--- config.mk ---
export PLATFORM = sky130hd
export DESIGN_NAME = vj_rx_parser_flat
export DESIGN_NICKNAME = d
export VERILOG_FILES = /design/src/rtl/vj_pkg.sv /design/src/rtl/vj_rx_parser_if.sv /design/src/rtl/vj_rx_buf.sv /design/src/rtl/vj_rx_parser.sv /design/src/flat_wrapper.sv
export SDC_FILE = /design/constraint.sdc
export NUM_CORES = 1
export LEC_CHECK = 0
export CORE_ASPECT_RATIO = 1.2
export CORE_UTILIZATION = 55
export CTS_CLUSTER_DIAMETER = 50
export DETAILED_ROUTE_END_ITERATION = 7
export GPL_TIMING_DRIVEN = 0
export PLACE_DENSITY = 0.73
export REMOVE_ABC_BUFFERS = 1
export SYNTH_ARGS = -nofsm -noshare
export SYNTH_HDL_FRONTEND = slang
export SYNTH_SLANG_ARGS = --single-unit
--- constraint.sdc ---
create_clock -name clk_i -period 3.1 [get_ports clk_i]
set_input_delay 0.62 -clock clk_i [delete_from_list [all_inputs] [get_ports clk_i]]
set_output_delay 0.62 -clock clk_i [all_outputs]
set_load 0.01 [all_outputs]
--- src/rtl/vj_pkg.sv ---
`default_nettype none
// ============================================================================
// Module      : vj_pkg
// Description : Shared state encoding and frame-format constants for the
//               virtual JTAG UART receive parser and transmit FSM.
// Revision    : 1.0 - initial release
// ============================================================================
package vj_pkg;

  typedef enum logic [2:0] {
    ST_IDLE    = 3'd0,
    ST_LEN     = 3'd1,
    ST_PAYLOAD = 3'd2,
    ST_CSUM    = 3'd3,
    ST_DRAIN   = 3'd4
  } vj_state_e;

  localparam logic [7:0] VJ_SOF             = 8'h7E;
  localparam int         VJ_MAX_LEN_DEFAULT = 16;
  localparam int         VJ_TIMEOUT_DEFAULT = 1000;
  localparam logic [7:0] VJ_LEN_MIN         = 8'd1;
  // LEN + payload + CSUM must wrap to this value for a frame to verify.
  localparam logic [7:0] VJ_CSUM_GOOD       = 8'h00;

  function automatic logic [7:0] vj_csum_add(input logic [7:0] sum, input logic [7:0] b);
    return sum + b;
  endfunction

endpackage
`default_nettype wire

--- src/rtl/vj_rx_parser_if.sv ---
`default_nettype none
// ============================================================================
// Module      : vj_rx_parser_if
// Description : Byte-in / packet-out handshake bundle of the receive parser.
// Revision    : 1.0 - initial release
// ============================================================================
interface vj_rx_parser_if;
  logic [7:0] rx_data_i;
  logic       rx_valid_i;
  logic       rx_ready_o;
  logic [7:0] pkt_data_o;
  logic       pkt_valid_o;
  logic       pkt_last_o;
  logic       pkt_ready_i;
  logic       pkt_ok_o;
  logic       err_crc_o;
  logic       err_len_o;
  logic       err_timeout_o;

  modport slave (
    input  rx_data_i, rx_valid_i, pkt_ready_i,
    output rx_ready_o, pkt_data_o, pkt_valid_o, pkt_last_o,
    output pkt_ok_o, err_crc_o, err_len_o, err_timeout_o
  );

  modport master (
    output rx_data_i, rx_valid_i, pkt_ready_i,
    input  rx_ready_o, pkt_data_o, pkt_valid_o, pkt_last_o,
    input  pkt_ok_o, err_crc_o, err_len_o, err_timeout_o
  );
endinterface
`default_nettype wire

--- src/rtl/vj_rx_buf.sv ---
`default_nettype none
// ============================================================================
// Module      : vj_rx_buf
// Description : MAX_LEN x 8 payload register file, write/read pointers,
//               combinational read port.
// Revision    : 1.0 - initial release
// ============================================================================
module vj_rx_buf #(
  parameter int MAX_LEN = 16,
  parameter int PTR_W   = 4
) (
  input  logic             clk,
  input  logic             rst_n,
  input  logic             clr,
  input  logic             wr_en,
  input  logic [7:0]       wr_data,
  input  logic             rd_adv,
  output logic [7:0]       rd_data,
  output logic [PTR_W-1:0] wr_ptr,
  output logic [PTR_W-1:0] rd_ptr
);

  logic [7:0] mem [MAX_LEN];

  always_ff @(posedge clk) begin
    if (wr_en) begin
      mem[wr_ptr] <= wr_data;
    end
  end

  always_ff @(posedge clk or negedge rst_n) begin
    if (!rst_n) begin
      wr_ptr <= '0;
      rd_ptr <= '0;
    end else if (clr) begin
      wr_ptr <= '0;
      rd_ptr <= '0;
    end else begin
      if (wr_en)  wr_ptr <= wr_ptr + 1'b1;
      if (rd_adv) rd_ptr <= rd_ptr + 1'b1;
    end
  end

  assign rd_data = mem[rd_ptr];

endmodule
`default_nettype wire

--- src/rtl/vj_rx_parser.sv ---
`default_nettype none
// ============================================================================
// Module      : vj_rx_parser
// Description : Frames the JTAG UART byte stream into checksummed packets and
//               releases each payload only after its checksum verifies.
// Revision    : 1.0 - initial release
// ============================================================================
module vj_rx_parser
  import vj_pkg::*;
#(
  parameter int         MAX_LEN     = VJ_MAX_LEN_DEFAULT,
  parameter logic [7:0] SOF         = VJ_SOF,
  parameter int         TIMEOUT_CYC = VJ_TIMEOUT_DEFAULT
) (
  input  logic          clk_i,
  input  logic          nreset_i,
  vj_rx_parser_if.slave bus
);

  localparam int               PTR_W    = (MAX_LEN > 1) ? $clog2(MAX_LEN) : 1;
  localparam int               CNT_W    = $clog2(TIMEOUT_CYC);
  localparam logic [CNT_W-1:0] CNT_LAST = CNT_W'(TIMEOUT_CYC - 1);

  vj_state_e        state_q, state_d;
  logic             rx_ready_q;
  logic [7:0]       sum_q, sum_next;
  logic [PTR_W-1:0] len_m1_q;
  logic [CNT_W-1:0] idle_cnt_q;
  logic             ok_q, err_crc_q, err_len_q, err_to_q;
  logic             ok_d, err_crc_d, err_len_d, err_to_d;
  logic             accept, in_frame, drain, len_bad, timeout_hit;
  logic             rd_adv, buf_clr, buf_wr;
  logic [7:0]       rd_data;
  logic [PTR_W-1:0] wr_ptr, rd_ptr;

  assign accept      = bus.rx_valid_i & rx_ready_q;
  assign in_frame    = (state_q == ST_LEN) || (state_q == ST_PAYLOAD) || (state_q == ST_CSUM);
  assign drain       = (state_q == ST_DRAIN);
  assign rd_adv      = drain & bus.pkt_ready_i;
  assign len_bad     = (bus.rx_data_i < VJ_LEN_MIN) || (int'(bus.rx_data_i) > MAX_LEN);
  assign timeout_hit = in_frame & ~accept & (idle_cnt_q == CNT_LAST);
  assign sum_next    = vj_csum_add(sum_q, bus.rx_data_i);

  vj_rx_buf #(
    .MAX_LEN (MAX_LEN),
    .PTR_W   (PTR_W)
  ) u_buf (
    .clk     (clk_i),
    .rst_n   (nreset_i),
    .clr     (buf_clr),
    .wr_en   (buf_wr),
    .wr_data (bus.rx_data_i),
    .rd_adv  (rd_adv),
    .rd_data (rd_data),
    .wr_ptr  (wr_ptr),
    .rd_ptr  (rd_ptr)
  );

  always_comb begin
    state_d   = state_q;
    ok_d      = 1'b0;
    err_crc_d = 1'b0;
    err_len_d = 1'b0;
    err_to_d  = 1'b0;
    buf_clr   = 1'b0;
    buf_wr    = 1'b0;
    case (state_q)
      ST_IDLE: begin
        if (accept && (bus.rx_data_i == SOF)) state_d = ST_LEN;
      end
      ST_LEN: begin
        if (accept) begin
          if (len_bad) begin
            err_len_d = 1'b1;
            state_d   = ST_IDLE;
          end else begin
            buf_clr = 1'b1;
            state_d = ST_PAYLOAD;
          end
        end
      end
      ST_PAYLOAD: begin
        if (accept) begin
          buf_wr = 1'b1;
          if (wr_ptr == len_m1_q) state_d = ST_CSUM;
        end
      end
      ST_CSUM: begin
        if (accept) begin
          if (sum_next == VJ_CSUM_GOOD) begin
            ok_d    = 1'b1;
            state_d = ST_DRAIN;
          end else begin
            err_crc_d = 1'b1;
            state_d   = ST_IDLE;
          end
        end
      end
      ST_DRAIN: begin
        if (rd_adv && (rd_ptr == len_m1_q)) state_d = ST_IDLE;
      end
      default: state_d = ST_IDLE;
    endcase
    // Only reachable when no byte was accepted this cycle, so it never races a byte decision.
    if (timeout_hit) begin
      err_to_d = 1'b1;
      state_d  = ST_IDLE;
    end
  end

  always_ff @(posedge clk_i or negedge nreset_i) begin
    if (!nreset_i) begin
      state_q    <= ST_IDLE;
      rx_ready_q <= 1'b0;
      sum_q      <= '0;
      len_m1_q   <= '0;
      idle_cnt_q <= '0;
      ok_q       <= 1'b0;
      err_crc_q  <= 1'b0;
      err_len_q  <= 1'b0;
      err_to_q   <= 1'b0;
    end else begin
      state_q    <= state_d;
      rx_ready_q <= (state_d != ST_DRAIN);
      ok_q       <= ok_d;
      err_crc_q  <= err_crc_d;
      err_len_q  <= err_len_d;
      err_to_q   <= err_to_d;
      if (accept && (state_q == ST_LEN)) begin
        sum_q    <= bus.rx_data_i;
        len_m1_q <= PTR_W'(bus.rx_data_i - 8'd1);
      end else if (accept && (state_q == ST_PAYLOAD)) begin
        sum_q <= sum_next;
      end
      if (accept || !in_frame || timeout_hit) idle_cnt_q <= '0;
      else                                    idle_cnt_q <= idle_cnt_q + 1'b1;
    end
  end

  assign bus.rx_ready_o    = rx_ready_q;
  assign bus.pkt_valid_o   = drain;
  assign bus.pkt_data_o    = drain ? rd_data : 8'h00;
  assign bus.pkt_last_o    = drain && (rd_ptr == len_m1_q);
  assign bus.pkt_ok_o      = ok_q;
  assign bus.err_crc_o     = err_crc_q;
  assign bus.err_len_o     = err_len_q;
  assign bus.err_timeout_o = err_to_q;

endmodule
`default_nettype wire

--- src/flat_wrapper.sv ---
// flat-port wrapper written by rule: the top's interface ports become plain ports
module vj_rx_parser_flat import vj_pkg::*;
#(
  parameter int         MAX_LEN     = VJ_MAX_LEN_DEFAULT,
  parameter logic [7:0] SOF         = VJ_SOF,
  parameter int         TIMEOUT_CYC = VJ_TIMEOUT_DEFAULT
)
  (clk_i, nreset_i, bus_rx_data_i, bus_rx_valid_i, bus_pkt_ready_i, bus_rx_ready_o, bus_pkt_data_o, bus_pkt_valid_o, bus_pkt_last_o, bus_pkt_ok_o, bus_err_crc_o, bus_err_len_o, bus_err_timeout_o);
  vj_rx_parser_if bus_i ();
  input  logic clk_i;
  input  logic nreset_i;
  input wire logic [$bits(bus_i.rx_data_i)-1:0] bus_rx_data_i;
  input wire logic [$bits(bus_i.rx_valid_i)-1:0] bus_rx_valid_i;
  input wire logic [$bits(bus_i.pkt_ready_i)-1:0] bus_pkt_ready_i;
  output wire logic [$bits(bus_i.rx_ready_o)-1:0] bus_rx_ready_o;
  output wire logic [$bits(bus_i.pkt_data_o)-1:0] bus_pkt_data_o;
  output wire logic [$bits(bus_i.pkt_valid_o)-1:0] bus_pkt_valid_o;
  output wire logic [$bits(bus_i.pkt_last_o)-1:0] bus_pkt_last_o;
  output wire logic [$bits(bus_i.pkt_ok_o)-1:0] bus_pkt_ok_o;
  output wire logic [$bits(bus_i.err_crc_o)-1:0] bus_err_crc_o;
  output wire logic [$bits(bus_i.err_len_o)-1:0] bus_err_len_o;
  output wire logic [$bits(bus_i.err_timeout_o)-1:0] bus_err_timeout_o;
  assign bus_i.rx_data_i = bus_rx_data_i;
  assign bus_i.rx_valid_i = bus_rx_valid_i;
  assign bus_i.pkt_ready_i = bus_pkt_ready_i;
  assign bus_rx_ready_o = bus_i.rx_ready_o;
  assign bus_pkt_data_o = bus_i.pkt_data_o;
  assign bus_pkt_valid_o = bus_i.pkt_valid_o;
  assign bus_pkt_last_o = bus_i.pkt_last_o;
  assign bus_pkt_ok_o = bus_i.pkt_ok_o;
  assign bus_err_crc_o = bus_i.err_crc_o;
  assign bus_err_len_o = bus_i.err_len_o;
  assign bus_err_timeout_o = bus_i.err_timeout_o;
  vj_rx_parser #(.MAX_LEN(MAX_LEN), .SOF(SOF), .TIMEOUT_CYC(TIMEOUT_CYC)) u_core (.clk_i(clk_i), .nreset_i(nreset_i), .bus(bus_i));
endmodule
## After elaboration in Yosys (flattened, before gate mapping)

Memory sizes are Yosys's and may differ from the RTL's.
Cells that the tools add are included.

- $add $sub $neg: 5
- Magnitude comparators: 2
- Equal/unequal tests: 9
- Muxes and demuxes: 35
- Bitwise gates (word level): 5
- Reductions and logical operators: 16

Operators by type and width:

| cell | count |
|---|---|
| two-way mux 3 bit | 8 |
| two-way mux 8 bit | 3 |
| two-way mux 1 bit | 17 |
| two-way mux 4 bit | 4 |
| one-hot mux 3 bit (5 select lines) | 1 |
| adder 10 x 1 -> 10 bit (second input constant) | 1 |
| == test 10 bit (second input constant) | 1 |
| two-way mux 10 bit | 1 |
| adder 4 x 1 -> 4 bit (second input constant) | 2 |
| adder 8 bit | 1 |
| == test 4 bit | 2 |
| == test 8 x 7 -> 1 bit (second input constant) | 1 |
| > comparator 8 x 5 -> 1 bit (second input constant) | 1 |
| logical NOT 8 bit | 1 |
| < comparator 8 x 1 -> 1 bit (second input constant) | 1 |
| == test 3 x 2 -> 1 bit (second input constant) | 2 |
| nonzero test 2 bit | 3 |
| logical AND 1 bit | 5 |
| logical OR 1 bit | 5 |
| AND 1 bit | 4 |
| subtractor 4 x 1 -> 4 bit (second input constant) | 1 |
| == test 3 x 1 -> 1 bit (second input constant) | 1 |
| == test 3 bit (second input constant) | 1 |
| logical NOT 3 bit | 1 |
| 4 further kinds | 4 |

- Flip-flop bits (word level): 38
- RAM bits: 128
- Input port bits: 12
- Output and inout bits: 15
- Word-level logic and storage cells: 84
- Memories: 1

Memories:

| memory | depth | bits a word | read ports | clocked after Yosys merged registers in | write ports | RTL line | text |
|---|---|---|---|---|---|---|---|
| u_core.u_buf.mem | 16 | 8 | 1 | 0 | 1 | vj_rx_buf.sv:23 | `logic [7:0] mem [MAX_LEN];` |

## Depth between registers and ports, before layout

- Depth in word-level cells: 7
- Gate-level depth with buffers: 8
- Depth with buffers taken out: 8

## By module

From an unflattened synthesis, not the netlist that was laid out.

- Cells, all modules: 467
- Area total of the unflattened synthesis: 7333.3 sq um

By module, submodules not included:

| module | instances | cells each | area an instance (sq um) | sequential area each (sq um) |
|---|---|---|---|---|
| vj_rx_buf | 1 | 260 | 5429.0 | 4043.9 |
| vj_rx_parser | 1 | 207 | 1904.3 | 750.7 |

## Worst setup path before layout

Ideal clock, no wire load.

- Path kind: input-to-reg
- From: input port bus_rx_valid_i
- To: memory u_core.u_buf.mem[0][0] (enable)
- Setup time: 0.383 ns
- Arrival time: 2.059 ns
- Data required time: 2.717 ns
- Setup slack: 0.657 ns
- Stages on the path: 5
- Buffers on the path: 1
- Path through: nand2_1 nor3_1 clkbuf_1 nand2_1 nor3_1

- Longest elaborated chain between the ends: 5

Ends and longest elaborated chain:

| item | RTL line | text |
|---|---|---|
| start, declared | flat_wrapper.sv:13 | `input wire logic [$bits(bus_i.rx_valid_i)-1:0] bus_rx_valid_i;` |
| AND 1 bit | vj_rx_parser.sv:36 | `assign accept = bus.rx_valid_i & rx_ready_q;` |
| two-way mux 1 bit | vj_rx_parser.sv:83 | `if (accept) begin` |
| two-way mux 1 bit | vj_rx_parser.sv:67 | `case (state_q)` |
| two-way mux 1 bit | vj_rx_buf.sv:26 | `if (wr_en) begin` |
| two-way mux 1 bit (implied by the code) | vj_rx_buf.sv:27 | `mem[wr_ptr] <= wr_data;` |
| end, declared | vj_rx_buf.sv:23 |  |

Every way passes these cells.

## Worst setup path in the final report

- From: register u_core.u_buf.rd_ptr[0]
- To: output port bus_pkt_data_o[3]

- Longest elaborated chain between the ends: 2

Ends and longest elaborated chain:

| item | RTL line | text |
|---|---|---|
| start, declared | vj_rx_buf.sv:20 | `output logic [PTR_W-1:0] rd_ptr` |
| start signal, assigned | vj_rx_buf.sv:40 | `if (rd_adv) rd_ptr <= rd_ptr + 1'b1;` |
| memory (16 x 8 bit) | - |  |
| two-way mux 8 bit | vj_rx_parser.sv:142 | `assign bus.pkt_data_o = drain ? rd_data : 8'h00;` |
| end, declared | flat_wrapper.sv:16 | `output wire logic [$bits(bus_i.pkt_data_o)-1:0] bus_pkt_data_o;` |

Every way passes these cells.

==> results.cfg <==
[outcome]
run_status = finished with violations
violations = setup timing

[logic_synthesis]
synth_edf_count = 128
yosysMostFrequentCell = edfxtp_1
syn_area_sq_um = 7280
synth_common_cells = edfxtp_1 (128), dfrtp_1 (38), nor2_1 (38)
seq_area_frac_synth_pct = 65.9
ys_warn_count = 0
synth_area_leaders = edfxtp_1 (53%), dfrtp_1 (13%), mux4_1 (7.6%)
avgSynthCellArea_sq_um = 16.4
synth-main-ff-cell = edfxtp_1
syn-instance-count = 444
synth-seq-cells = 166
synth_top_area_share_pct = 52.8
synthArstFlopShare_pct = 22.9
synth_area_leader_cell = edfxtp_1
synth_cell_types = 43

[cells_and_area]
finalInstanceArea_sq_um = 8560
drive_above_1_share_pct = 23.9
nNetsFinal = 518
diodes = 0
areaGrowthSynthToFinish_pct = 17.6

[cts]
cts_buffer_depth = 2
htreeDepth = 4
cts.sink_count = 166
cts_inserted_buffers = 17
holdBufCountCts = 0
clk_pin_slew_ps = 60
cts_tree = built
clock_latency_ps = 420
cts-root-buf = clkbuf_16

[worst_setup_path]
startpoint_type = flop
crit_arrival_ps = 2480
r2r-start = u_core.state_q[2]
cp-end-kind = output pin
critPathMaxFanout = 5
cp.required_ps = 2480
r2r_end = u_core.u_buf.mem[3][5]
r2r_setup_slack_ps = 540
timing_worst_setup_path_type = reg -> out
reg2regPathDepth = 4

[die]
dieHeight_um = 128
rows = 45
die_w_um = 107
core-area_sq_um = 12800
dieArea_sq_um = 13700
start_util_pct = 57.0
boundaryPins = 27

[power_and_ir_drop]
ir_drop_v = 0.000347
pwr-share-clk_pct = 45.4
finalPower_mw = 5.17
p_sw_share_pct = 21.0
share_comb_of_total_power_pct = 6.9
p_switching_mw = 1.08
powerDensity_nw_per_um2 = 605
cellLeakagePower_nw = 3.01
internal_power_mw = 4.09
pwr-share-seq_pct = 47.8

[grt]
grt_pass1_vias = 4262
antenna_found_initial = 0
grt_pass1_wl_um = 24600
grt_max_degree = 39
grt.overflow.total = 0
grtUsageTotal_pct = 25.5

[sta]
fin_skew_ps = 6.73
period_needed_ps = 3100
worst_slew_pin_slew_ps = 912
rsz0062_at_grt = yes
timing.final.ws_setup_ps = -3.28
slew_viol_final = 0
fmaxAchievable_mhz = 322
fin_crit_sh_pct = 100
setup_viol = 3
slew_headroom_pct = 38.8
hold_violations = 0

[drt]
viasPerCell = 6.17
vias = 4118
wl_per_cell_um = 24.0
drt-initial-drc-count = 284
drc = 0
ant_nets = 0
dr.pass1.iters = 5
wl_um = 16000

[hold_path]
hp-class = in -> async

[flow_run]
maxCapViolCount = 0

[place]
port_buffers = 26
dpl_cell_area_sq_um = 7650
gp_congestion = 0.828
dp_hpwl_um = 9160
==> how the worst max path moves through the flow <==
stage,start,endpoint,slack (ps),cells after the start
3_3_place_gp,bus_rx_valid_i,u_core.u_buf.mem[3][3],-1270,5
2_1_floorplan,u_core.u_buf.rd_ptr[0],bus_pkt_data_o[0],-80,3
6_report,u_core.u_buf.rd_ptr[0],bus_pkt_data_o[3],-3,6
5_1_grt,u_core.u_buf.rd_ptr[0],bus_pkt_data_o[3],-70,6
3_5_place_dp,bus_rx_valid_i,u_core.u_buf.mem[7][1],-1000,5
4_1_cts,u_core.u_buf.rd_ptr[0],bus_pkt_data_o[6],-40,6
==> routing by layer <==
metal  global-route usage, %  up-vias  part of all wire [%]
li1                        -     1831                     -
met3                    6.10       29                   5.3
met2                    44.4      168                    54
met1                    30.8     2090                    39
met5                       0        -                     0
met4                    9.35        0                   2.3
==> worst max-delay path, cell delays in order, from the launching register on <==
cell and delay [ps]:
dfrtp_4 540, buf_12 160, buf_16 140, mux4_2 450, mux4_2 480, and2_4 170, buf_6 110
==> registers in the layout, indices dropped and copies added (netlist names) <==
signal and flops:
u_core.bus.err_crc_o 1, u_core.bus.rx_ready_o 1, u_core.u_buf.wr_ptr 4, u_core.idle_cnt_q 10, u_core.bus.err_timeout_o 1, u_core.bus.err_len_o 1
u_core.len_m1_q 4, u_core.u_buf.mem 128, u_core.state_q 3, u_core.bus.pkt_ok_o 1, u_core.u_buf.rd_ptr 4, u_core.sum_q 8
==> power by group through the flow <==
| stage | clock, mW | combinational [mW] | sequential (mW) |
|---|---|---|---|
| after global placement | 0 | 0.325 | 2.52 |
| after CTS | 2.36 | 0.346 | 2.47 |
| final | 2.35 | 0.355 | 2.47 |
| after floorplan | 0 | 0.233 | 2.51 |
| after global routing | 2.45 | 0.396 | 2.48 |
| after detailed placement | 0 | 0.341 | 2.52 |
==> cell usage in the layout (no fill, tap or decap), types with 6 or more instances in the layout <==
| master | netlist | layout |
|---|---|---|
| a21oi_1 | 13 | 13 |
| and2_1 | 12 | 6 |
| and2_4 | 0 | 6 |
| buf_6 | 3 | 11 |
| bufinv_16 | 0 | 6 |
| clkbuf_16 | 0 | 17 |
| clkdlybuf4s50_1 | 0 | 12 |
| dfrtp_1 | 38 | 34 |
| edfxtp_1 | 128 | 128 |
| ha_1 | 15 | 15 |
| inv_1 | 8 | 8 |
| mux4_2 | 19 | 35 |
| nand2_1 | 26 | 26 |
| nand3_1 | 10 | 10 |
| nor2_1 | 38 | 28 |
| nor2_2 | 0 | 10 |
| o21ai_0 | 11 | 11 |
| or3_1 | 8 | 8 |
| xnor2_1 | 7 | 7 |
| xor2_1 | 19 | 19 |
==> cells by family (layout without fill, tap and decap cells) <==
| family | Yosys count | count (layout) | share of synthesized area (%) |
|---|---|---|---|
| compound gates | 46 | 46 | 3.97 |
| xor+xnor | 26 | 26 | 3.13 |
| fa+ha+maj | 16 | 16 | 2.85 |
| buf+inv | 24 | 83 | 2.18 |
| flops | 166 | 166 | 65.9 |
| mux | 40 | 40 | 13.5 |
| simple gates | 126 | 126 | 8.54 |
==> area by class of cell <==
class	count	area [sq um]
repair buffers	43	502
inverters	8	30.0
well taps	164	205
clock buffers	19	433
clock inverters	13	228
multi-input cells	254	2360
fillers	843	4220
flip-flops and latches	166	4800
==> stage by stage <==
| stage | worst slack, ps | TNS, ps | hold slack (ps) | instances | utilization (%) |
|---|---|---|---|---|---|
| 2_1_floorplan | -80.9 | -643 | 324 | 428 | - |
| 3_3_place_gp | -1270 | -119850 | 436 | 618 | 59.6 |
| 3_5_place_dp | -1000 | -109290 | 466 | 619 | 59.9 |
| 4_1_cts | -35.4 | -123 | 317 | 668 | 66.7 |
| 5_1_grt | -73.8 | -357 | 383 | 667 | 67.0 |
| 6_report | -3.28 | -4.09 | 308 | 667 | 67.0 |
==> timing repair <==
item                       in CTS  in global routing
gates cloned                    3                  0
setup endpoints to repair     141                111
resized for setup              73                 26
setup buffers                  14                  1
Note: power is estimated with default switching activity, not from simulation.
